### src/rtl/psi_stream_threshold.sv
// psi_stream_threshold
//   Streaming N-party bitmap intersection / threshold filter. Each set is a
//   run of 1..N party bitmaps, one per accepted word. Per-element counters
//   accumulate how many parties hold each element. On the terminating word
//   the block registers a result bitmap (count >= effective threshold),
//   its popcount and a framing-error flag, and then waits for the collector.
//
// Handshake: a transfer happens on a rising edge where valid && ready are
//   both high. The producer holds its data stable until that edge. No
//   ready depends combinationally on the matching valid.
//
// Ports:
//   clk, rst     clock, asynchronous active-high reset
//   in_valid     party word valid
//   in_ready     block accepts a word (low while a result is held)
//   in_bitmap    one party's bitmap (B bits)
//   in_last      final party word of the set
//   threshold    minimum party count; sampled with the first word of a set
//                (0 selects full intersection, i.e. all N parties)
//   out_valid    result valid
//   out_ready    collector accepts the result
//   out_bitmap   result bitmap
//   out_count    popcount of out_bitmap
//   out_err      framing error (set did not end with in_last on party N)
//   dbg_state    FSM state: 0 IDLE, 1 ACCUM, 2 DONE
module psi_stream_threshold #(
  parameter int B  = 10,
  parameter int N  = 10,
  parameter int CW = $clog2(N + 1),
  parameter int PW = $clog2(B + 1)
) (
  input  logic          clk,
  input  logic          rst,
  input  logic          in_valid,
  output logic          in_ready,
  input  logic [B-1:0]  in_bitmap,
  input  logic          in_last,
  input  logic [CW-1:0] threshold,
  output logic          out_valid,
  input  logic          out_ready,
  output logic [B-1:0]  out_bitmap,
  output logic [PW-1:0] out_count,
  output logic          out_err,
  output logic [1:0]    dbg_state
);

  typedef enum logic [1:0] {
    S_IDLE  = 2'd0,
    S_ACCUM = 2'd1,
    S_DONE  = 2'd2
  } state_t;

  localparam logic [CW-1:0] N_C = CW'(N);

  state_t        state_q;
  logic [CW-1:0] cnt_q [B];
  logic [CW-1:0] cnt_d [B];
  logic [CW-1:0] pc_q;
  logic [CW-1:0] pc_d;
  logic [CW-1:0] thr_q;
  logic [CW-1:0] thr_src;
  logic [CW-1:0] eff;
  logic [B-1:0]  keep_d;
  logic [B-1:0]  out_bitmap_q;
  logic          out_valid_q;
  logic          out_err_q;
  logic          accept;
  logic          term;
  logic          err_d;
  logic [PW-1:0] pop;

  assign in_ready  = (state_q != S_DONE);
  assign accept    = in_valid && in_ready;
  assign out_valid = out_valid_q;
  assign out_bitmap = out_bitmap_q;
  assign out_err   = out_err_q;
  assign out_count = pop;
  assign dbg_state = state_q;

  // On the first word of a set thr_q is not loaded yet, so the threshold
  // port itself supplies the comparison level (matters for 1-word sets).
  assign thr_src = (state_q == S_IDLE) ? threshold : thr_q;
  assign eff     = (thr_src == '0) ? N_C : thr_src;
  assign pc_d    = pc_q + CW'(1);
  assign term    = in_last || (pc_d == N_C);
  assign err_d   = !((pc_d == N_C) && in_last);

  // Counters are zero in IDLE, so the same add serves the first word.
  // pc never passes N, so no counter can exceed N or wrap.
  always_comb begin
    for (int i = 0; i < B; i++) begin
      cnt_d[i]  = cnt_q[i] + CW'(in_bitmap[i]);
      keep_d[i] = (cnt_d[i] >= eff);
    end
  end

  // Popcount taken from the registered result bitmap.
  always_comb begin
    pop = '0;
    for (int i = 0; i < B; i++) begin
      pop = pop + PW'(out_bitmap_q[i]);
    end
  end

  always_ff @(posedge clk or posedge rst) begin
    if (rst) begin
      state_q      <= S_IDLE;
      pc_q         <= '0;
      thr_q        <= '0;
      out_valid_q  <= 1'b0;
      out_bitmap_q <= '0;
      out_err_q    <= 1'b0;
      for (int i = 0; i < B; i++) cnt_q[i] <= '0;
    end else begin
      case (state_q)
        S_IDLE, S_ACCUM: begin
          if (accept) begin
            for (int i = 0; i < B; i++) cnt_q[i] <= cnt_d[i];
            pc_q <= pc_d;
            if (state_q == S_IDLE) thr_q <= threshold;
            if (term) begin
              state_q      <= S_DONE;
              out_valid_q  <= 1'b1;
              out_bitmap_q <= keep_d;
              out_err_q    <= err_d;
            end else begin
              state_q <= S_ACCUM;
            end
          end
        end
        S_DONE: begin
          if (out_ready) begin
            state_q     <= S_IDLE;
            out_valid_q <= 1'b0;
            pc_q        <= '0;
            for (int i = 0; i < B; i++) cnt_q[i] <= '0;
          end
        end
        default: begin
          state_q     <= S_IDLE;
          out_valid_q <= 1'b0;
        end
      endcase
    end
  end

endmodule

### config.mk
export PLATFORM = sky130hd
export DESIGN_NAME = psi_stream_threshold
export DESIGN_NICKNAME = d
export VERILOG_FILES = /design/src/rtl/psi_stream_threshold.sv
export SDC_FILE = /design/constraint.sdc
export NUM_CORES = 1
export LEC_CHECK = 0
export ABC_AREA = 1
export CAP_MARGIN = 20
export CORE_UTILIZATION = 35
export CTS_CLUSTER_DIAMETER = 30
export DETAILED_ROUTE_END_ITERATION = 7
export REMOVE_ABC_BUFFERS = 1
export SETUP_SLACK_MARGIN = 0.4
export SLEW_MARGIN = 10
export SYNTH_ARGS = -nofsm -noshare
export SYNTH_HDL_FRONTEND = slang
export SYNTH_SLANG_ARGS = --single-unit
### constraint.sdc
create_clock -name clk -period 4 [get_ports clk]
set_input_delay 0.6 -clock clk [delete_from_list [all_inputs] [get_ports clk]]
set_output_delay 0.6 -clock clk [all_outputs]
set_load 0.01 [all_outputs]
* Word level (Yosys, flattened, before mapping)
Cells that the tools add are included.
** Word-level totals
- Bits in registers :: 62
- Input bits :: 19
- Output and inout bits :: 19
- Logic and storage cells :: 82
** Operators by class
- $add $sub $neg :: 20
- Magnitude comparators :: 10
- Eq/ne operators :: 7
- Mux-type cells :: 16
- Reductions and logical operators :: 13
** Operator list (number)
- 40-bit two-way mux :: 2
- 40-bit case mux with 2 select lines :: 1
- 4-bit by 1-bit adder with 4-bit output :: 16
- 4-bit greater-or-equal comparator :: 10
- 4-bit two-way mux :: 4
- 3-bit AND reduction :: 3
- 2-bit inequality test (second input constant) :: 4
- 4-bit case mux with 2 select lines :: 1
- 2-bit two-way mux :: 3
- 3-bit by 1-bit adder with 4-bit output :: 1
- 4-bit by 1-bit adder with 4-bit output (second input constant) :: 1
- 4-bit == test (second input constant) :: 1
- 4-bit zero test :: 1
- 2-bit case mux with 2 select lines :: 1
- 2-bit AND reduction :: 2
- 2-bit by 1-bit adder with 3-bit output :: 1
- 1-bit two-way mux :: 3
- 1-bit by 1-bit adder with 2-bit output :: 1
- 2-bit by 1-bit == test with 1-bit output (second input constant) :: 1
- 2-bit == test (second input constant) :: 1
- 1-bit logical AND :: 2
- 2-bit zero test :: 1
- 1-bit case mux with 2 select lines :: 1
- 2-bit nonzero test :: 1
- 3 further kinds :: 3

* Depth between registers and ports, before layout
Gate-level depths: netlist of run 1.
- Depth in word-level cells :: 9
- Depth in mapped cells :: 13
- Mapped depth without buffers :: 13

* Worst setup path after synthesis of run 1
Ideal clock, no wire load.
- Path kind :: register -> output
- From :: register out_bitmap_q[5] (netlist: out_bitmap[5])
- To :: output out_count[2]
- Data arrival time :: 2.744 ns
- Data required time :: 3.400 ns
- Setup slack :: 0.656 ns
- Stages on the path, launching flop included :: 10
- Buffers on the path :: 0
- Path through :: dfrtp_1 fa_1 inv_1 fa_1 fa_1 inv_1 ha_1 inv_1 fa_1 xor2_1
** Between the ends
- Word-level cells in the longest chain between the ends :: 5
** RTL lines
- start, declared :: RTL line 64 : logic [B-1:0] out_bitmap_q;
- start signal, assigned :: RTL line 124 : out_bitmap_q <= keep_d;
- 4-bit by 1-bit adder with 4-bit output (5 in series) :: RTL line 101 : pop = pop + PW'(out_bitmap_q[i]);
- end, declared :: RTL line 42 : output logic [PW-1:0] out_count,
Every way passes these cells.

* Final worst setup path of run 1
- From :: register out_bitmap_q[5] (netlist: out_bitmap[5])
- To :: output out_count[1]
Same word-level chain as after synthesis.

==> flow_metrics.tcl, run 1 <==
set metrics [dict create \
    postCtsHoldBufs 0 \
    num_rows 39 \
    violations "DRC" \
    synthAdderAreaFrac_pct 22.1 \
    synth_cell_type_count 28 \
    synth.avg_cell_area_um2 8.87 \
    slew_headroom_pct 59.9 \
    yosys.area_share.xor_xnor_pct 4.41 \
    yosys.area.top_type "dfrtp_1" \
    ys_async_sr_fraction_pct 100 \
    grt_pass1_wl_um 16000 \
    final_max_slew_viol_count 0 \
    setup_viol 0 \
    whs_path_depth 2 \
    num-nets-final 607 \
    crit_path_start_kind "flop" \
    grt_start_max_net_pins 45 \
    grt_overflow_total 0 \
    hold_viol 0 \
    drive_gt1_share_pct 8.41 \
    worst_pin_slew_ps 600 \
    initial_core_util_pct 36.2 \
    wl_per_cell_um 13.4 \
    yosys-top-cells-count "inv_1 (105), ha_1 (64), dfrtp_1 (62)" \
    vdd_drop_max_mv 0.323 \
    die-area_um2 12300 \
    coreArea_um2 11500 \
    ys_seq_area_share_pct 37.2 \
    final_antenna_net_count 0 \
    drc 6 \
    leakagePower_nw 2.66 \
    synth_flop_cell "dfrtp_1" \
    synth_compound_area_share_pct 11.2 \
    numPortBuffers 37 \
    power_mw 4.67 \
    drt_iter0_drc 150 \
    powerDensity_nw_per_um2 927 \
    die_x_um 111 \
    cts_tree "yes" \
    vias 3292 \
    grt_usage_pct 16.4 \
    worstPathArrival_ps 3150 \
    grt_pass1_vias 3500 \
    cts-buffers-inserted 9 \
    timing.final.crit_share_pct 93.7 \
    reg2regPathDepth 12 \
    finClkSkew_ps 3.56 \
    synth_edf_count 0 \
    setup_tns_ps 0 \
    path_max_fanout 2 \
    clkSlewWorstSetupHoldPaths_ps 50 \
    die_h_um 111 \
    period_minus_slack_ps 3750 \
    root_buffer "clkbuf_16" \
    place_area_um2 4710 \
    ys_warn_count 0 \
    min-delay-path-class "reg2reg" \
    fin_util_pct 43.7 \
    antenna_found_initial 0 \
    design_area_um2 5040 \
    clock_sinks 62 \
    cp.required_ps 3400 \
    diodes 0 \
    synthSimpleGateAreaFrac_pct 13.3 \
    criticalPathCategory "reg2out" \
    pin_count 38 \
    yosysTopAreaCellShare_pct 37.2 \
    fillCellCount 1134 \
    routed_via_density 4.94 \
    htreeDepth 3 \
    gp_congestion 0.762 \
    drt_wl_total_um 8900 \
    ys_ff_latch 62 \
    place_hpwl_um 6190 \
    synth_top_family_by_area "adder cells" \
    firstDrtPassIters 6 \
    end_kind "primary output" \
    synthMuxAreaShare_pct 0 \
    syn_to_final_growth_pct 20.9 \
    insertion_delay_ps 330 \
    rsz0062_at_grt "yes" \
    drv_cap 0 \
    synth_cells 470 \
    reg2reg_slack_ps 1340 \
    fmax_mhz 267 \
    status "finished, violations left" \
    clock_path_buffers 2 \
    synth_area_um2 4170 \
    synth_most_common_cell "inv_1" \
    synthTopCellsByArea "dfrtp_1 (37%), ha_1 (19%), inv_1 (9.5%), nand3_1 (5.0%), nand2_1 (5.0%)" \
]
## power by group
| part | internal [mW] | total [mW] | switching (mW) |
|---|---|---|---|
| sequential | 0.885 | 1.08 | 0.195 |
| combinational | 1.31 | 2.83 | 1.52 |
| clock | 0.478 | 0.755 | 0.277 |
| total | 2.67 | 4.67 | 2.00 |
## metal layers
| metal | vias to the layer above | wire, um | global-route usage [%] |
|---|---|---|---|
| li1 | 1650 | - | - |
| met1 | 1570 | 4070 | 20.0 |
| met2 | 55 | 4250 | 28.1 |
| met3 | 17 | 412 | 4.26 |
| met4 | 0 | 165 | 5.23 |
| met5 | - | 0 | 0 |
## worst paths after layout
kind                                 endpoint          start
worst min-delay path                out_valid      out_valid
max in group asynchronous             pc_q[2]            rst
worst max register to register  out_bitmap[3]   dbg_state[0]
worst min register to register      out_valid      out_valid
min in group asynchronous           cnt_q[22]            rst
worst max-delay path             out_count[1]  out_bitmap[5]
## state kept, by name, indices dropped and copies added (netlist names)
register,count
pc_q,4
out_valid,1
thr_q,4
dbg_state,2
out_bitmap,10
cnt_q,40
out_err,1
## kinds of logic after synthesis
kind of cell	Yosys count
adder cells (fa/ha/maj)	70
buffers and inverters	119
AO/OA/AOI/OAI	77
XOR/XNOR	21
flip-flops	62
AND/OR/NAND/NOR	121
## final cells by class
type | count | area, um^2 | share of cell area, %
Clock buffer | 11 | 233 | 4.62
Clock inverter | 5 | 50.0 | 0.994
Inverter | 108 | 405 | 8.05
Multi-Input combinational cell | 289 | 2150 | 42.7
Sequential cell | 62 | 1550 | 30.8
Tap cell | 143 | 179 | 3.55
Timing Repair Buffer | 48 | 467 | 9.26
## per-stage QoR
step / instances / hold WS, ps / worst slack (ps)
5_1_grt: 666 / 518 / 139
6_report: 666 / 474 / 251
3_5_place_dp: 647 / 468 / 91.0
4_1_cts: 665 / 479 / 210
2_1_floorplan: 459 / 453 / 656
3_3_place_gp: 646 / 463 / 77.4
## timing repair
action                                  4_1_cts  5_1_grt
endpoints found under the setup margin        4        3
pin swaps                                     3        1
resized for setup                            16        4
buffers inserted                              2        1
## placed cells by master (no fill, tap or decap), drive strengths merged, types with 12 or more instances in the layout
cell,Yosys,routed
clkdlybuf4s50,0,33
dfrtp,62,62
nand3,42,42
a21oi,12,12
o22ai,31,31
nand2,57,57
ha,64,64
inv,108,108
o21ai,21,21
buf,8,13
## worst max-delay path, cell delays in order, from the launching register on
cell	delay [ps]
dfrtp_1	390
fa_1	550
inv_2	40
fa_1	490
fa_1	420
inv_2	80
ha_4	130
inv_2	40
fa_2	530
inv_2	50
buf_6	110
No activity file was read; power rests on OpenSTA's default activity.
==> run 2: changes to the inputs <==
--- a/config.mk
+++ b/config.mk
@@ -7,12 +7,13 @@
 export LEC_CHECK = 0
 export ABC_AREA = 1
 export CAP_MARGIN = 20
+export CORE_ASPECT_RATIO = 0.5
 export CORE_UTILIZATION = 35
 export CTS_CLUSTER_DIAMETER = 30
 export DETAILED_ROUTE_END_ITERATION = 7
 export REMOVE_ABC_BUFFERS = 1
 export SETUP_SLACK_MARGIN = 0.4
-export SLEW_MARGIN = 10
+export SLEW_MARGIN = 5
 export SYNTH_ARGS = -nofsm -noshare
 export SYNTH_HDL_FRONTEND = slang
 export SYNTH_SLANG_ARGS = --single-unit
==> constraint.sdc (replaced) <==
create_clock -name clk -period 3.7 [get_ports clk]
set_input_delay 0.555 -clock clk [delete_from_list [all_inputs] [get_ports clk]]
set_output_delay 0.555 -clock clk [all_outputs]
set_load 0.01 [all_outputs]
==> flow_metrics.tcl, run 2 (same netlist as run 1, synthesis figures left out) <==
set metrics [dict create \
    coreArea_um2 11300 \
    worst_pin_slew_ps 1020 \
    whs_ps 475 \
    regMostFlops "cnt_q" \
    place_hpwl_um 5920 \
    worstPathArrival_ps 3130 \
    drt_iter0_drc 125 \
    drv_cap 0 \
    timing.final.crit_share_pct 99.6 \
    hold_viol 0 \
    criticalPathCategory "reg2out" \
    final_max_slew_viol_count 0 \
    setup_viol 0 \
    drc 0 \
    clock_path_buffers 2 \
    die-area_um2 12400 \
    finClkSkew_ps 6.71 \
    num_rows 27 \
    firstDrtPassIters 4 \
    slew_headroom_pct 31.8 \
    pwr-share-clk_pct 17.4 \
    powerDensity_nw_per_um2 969 \
    rsz0062_at_grt "yes" \
    layout_commonest_cell "inv_1" \
    fmax_mhz 271 \
    grt_overflow_total 0 \
    clkSlewWorstSetupHoldPaths_ps 50 \
    drive_gt1_share_pct 8.02 \
    num-nets-final 608 \
    power_mw 4.89 \
    gp_congestion 0.724 \
    wl_per_cell_um 12.4 \
    cts-buffers-inserted 9 \
    die_x_um 156 \
    numPlacedInstances 665 \
    insertion_delay_ps 330 \
    switching_share_pct 41.9 \
    seqPwrFrac_pct 23.8 \
    vdd_drop_max_mv 0.311 \
    cp.required_ps 3140 \
    final_cell_mix "inv_1 (102), ha_1 (63), dfrtp_1 (62), nand2_1 (55), nand3_1 (42)" \
    pin_count 38 \
    combPwrFrac_pct 58.8 \
    status "finished clean" \
    numPortBuffers 37 \
    die_h_um 79.2 \
    end_kind "primary output" \
    dp_slack_ps -83.9 \
    root_buffer "clkbuf_16" \
    min-delay-path-class "reg2reg" \
    stdcell_count 683 \
    drt_wl_total_um 8500 \
    routed_via_density 4.65 \
    layout_setup_ws_ps 15.4 \
    final_antenna_net_count 0 \
    vias 3173 \
    largest_reg_flops 40 \
    path_max_fanout 2 \
    grt_pass1_wl_um 14900 \
    syn_to_final_growth_pct 21.2 \
    p_sw_mw 2.05 \
    grt_pass1_vias 3177 \
    grt_start_max_net_pins 63 \
    crit_path_start_kind "flop" \
    clock_sinks 62 \
    leakagePower_nw 2.66 \
    initial_core_util_pct 36.9 \
    cts_tree "yes" \
    p_int_mw 2.84 \
    antenna_found_initial 0 \
    grt_usage_pct 15.6 \
    period_minus_slack_ps 3680 \
    htreeDepth 3 \
    diodes 0 \
]
## run 2: cell count changes in the layout (fill, tap and decap cells not counted), moves of 2 or more
| cell | previous run | this run |
|---|---|---|
| buf_4 | 10 | 12 |
| clkbuf_8 | 0 | 2 |
| clkinv_2 | 4 | 1 |
| inv_1 | 100 | 102 |
| inv_2 | 8 | 6 |
## run 2: area by class of cell
class,instances,area (um^2)
fillers,1088,6230
multi-input cells,289,2140
flip-flops and latches,62,1550
repair buffers,49,450
inverters,108,405
clock buffers,13,260
well taps,159,199
clock inverters,3,42.5
## run 2: power by group through the flow
stage	combinational [mW]	clock, mW	sequential [mW]
after global placement	2.78	0	1.16
after floorplan	1.93	0	1.16
after detailed placement	2.86	0	1.17
after CTS	2.80	0.869	1.16
after global routing	3.35	0.905	1.21
final	2.88	0.851	1.16
## run 2: worst max-delay path, cell delays in order, from the launching register on
cell	delay, ps
dfrtp_1	390
fa_1	540
inv_1	50
fa_1	490
fa_1	420
inv_2	80
ha_4	130
inv_2	30
fa_2	510
inv_1	30
buf_2	130
## run 2: what timing repair did
item,CTS,global route
gates resized for setup,15,4
hold buffers,0,0
setup endpoints to repair,4,4
setup buffers,2,0
pin swaps,2,1
## run 2: per-stage QoR
| step | TNS (ps) | cell area, um^2 | utilization [%] |
|---|---|---|---|
| floorplan | 0 | 4080 | - |
| global placement | -70.1 | 4730 | 41.9 |
| detailed placement | -143 | 4730 | 41.9 |
| CTS | -32.8 | 5030 | 44.6 |
| global route | -90.4 | 5050 | 44.8 |
| finish | 0 | 5050 | 44.8 |
## run 2: final timing paths
check,from,end,slack [ps],cells after the start
max in group asynchronous,rst,cnt_q[21],2390,3
setup reg to reg,dbg_state[1],out_bitmap[5],960,13
min in group asynchronous,rst,cnt_q[16],780,3
setup / recovery,out_bitmap[7],out_count[1],20,10
hold / removal,out_valid,out_valid,470,2
hold reg to reg,out_valid,out_valid,470,2
## run 2: per-layer routing
| layer | vias to the layer above | share of wire [%] | track usage [%] |
|---|---|---|---|
| met4 | 0 | 1.2 | 4.71 |
| met3 | 8 | 2.5 | 3.88 |
| met5 | - | 0 | 0 |
| met2 | 23 | 49 | 28.7 |
| met1 | 1496 | 47 | 18.1 |
| li1 | 1646 | - | - |
==> run 3: changes to the inputs <==
--- a/config.mk
+++ b/config.mk
@@ -11,6 +11,7 @@
 export CORE_UTILIZATION = 35
 export CTS_CLUSTER_DIAMETER = 30
 export DETAILED_ROUTE_END_ITERATION = 7
+export GPL_ROUTABILITY_DRIVEN = 0
 export REMOVE_ABC_BUFFERS = 1
 export SETUP_SLACK_MARGIN = 0.4
 export SLEW_MARGIN = 5
==> results of run 3 <==
The final DEF is identical to that of run 2; final timing and power are the same.
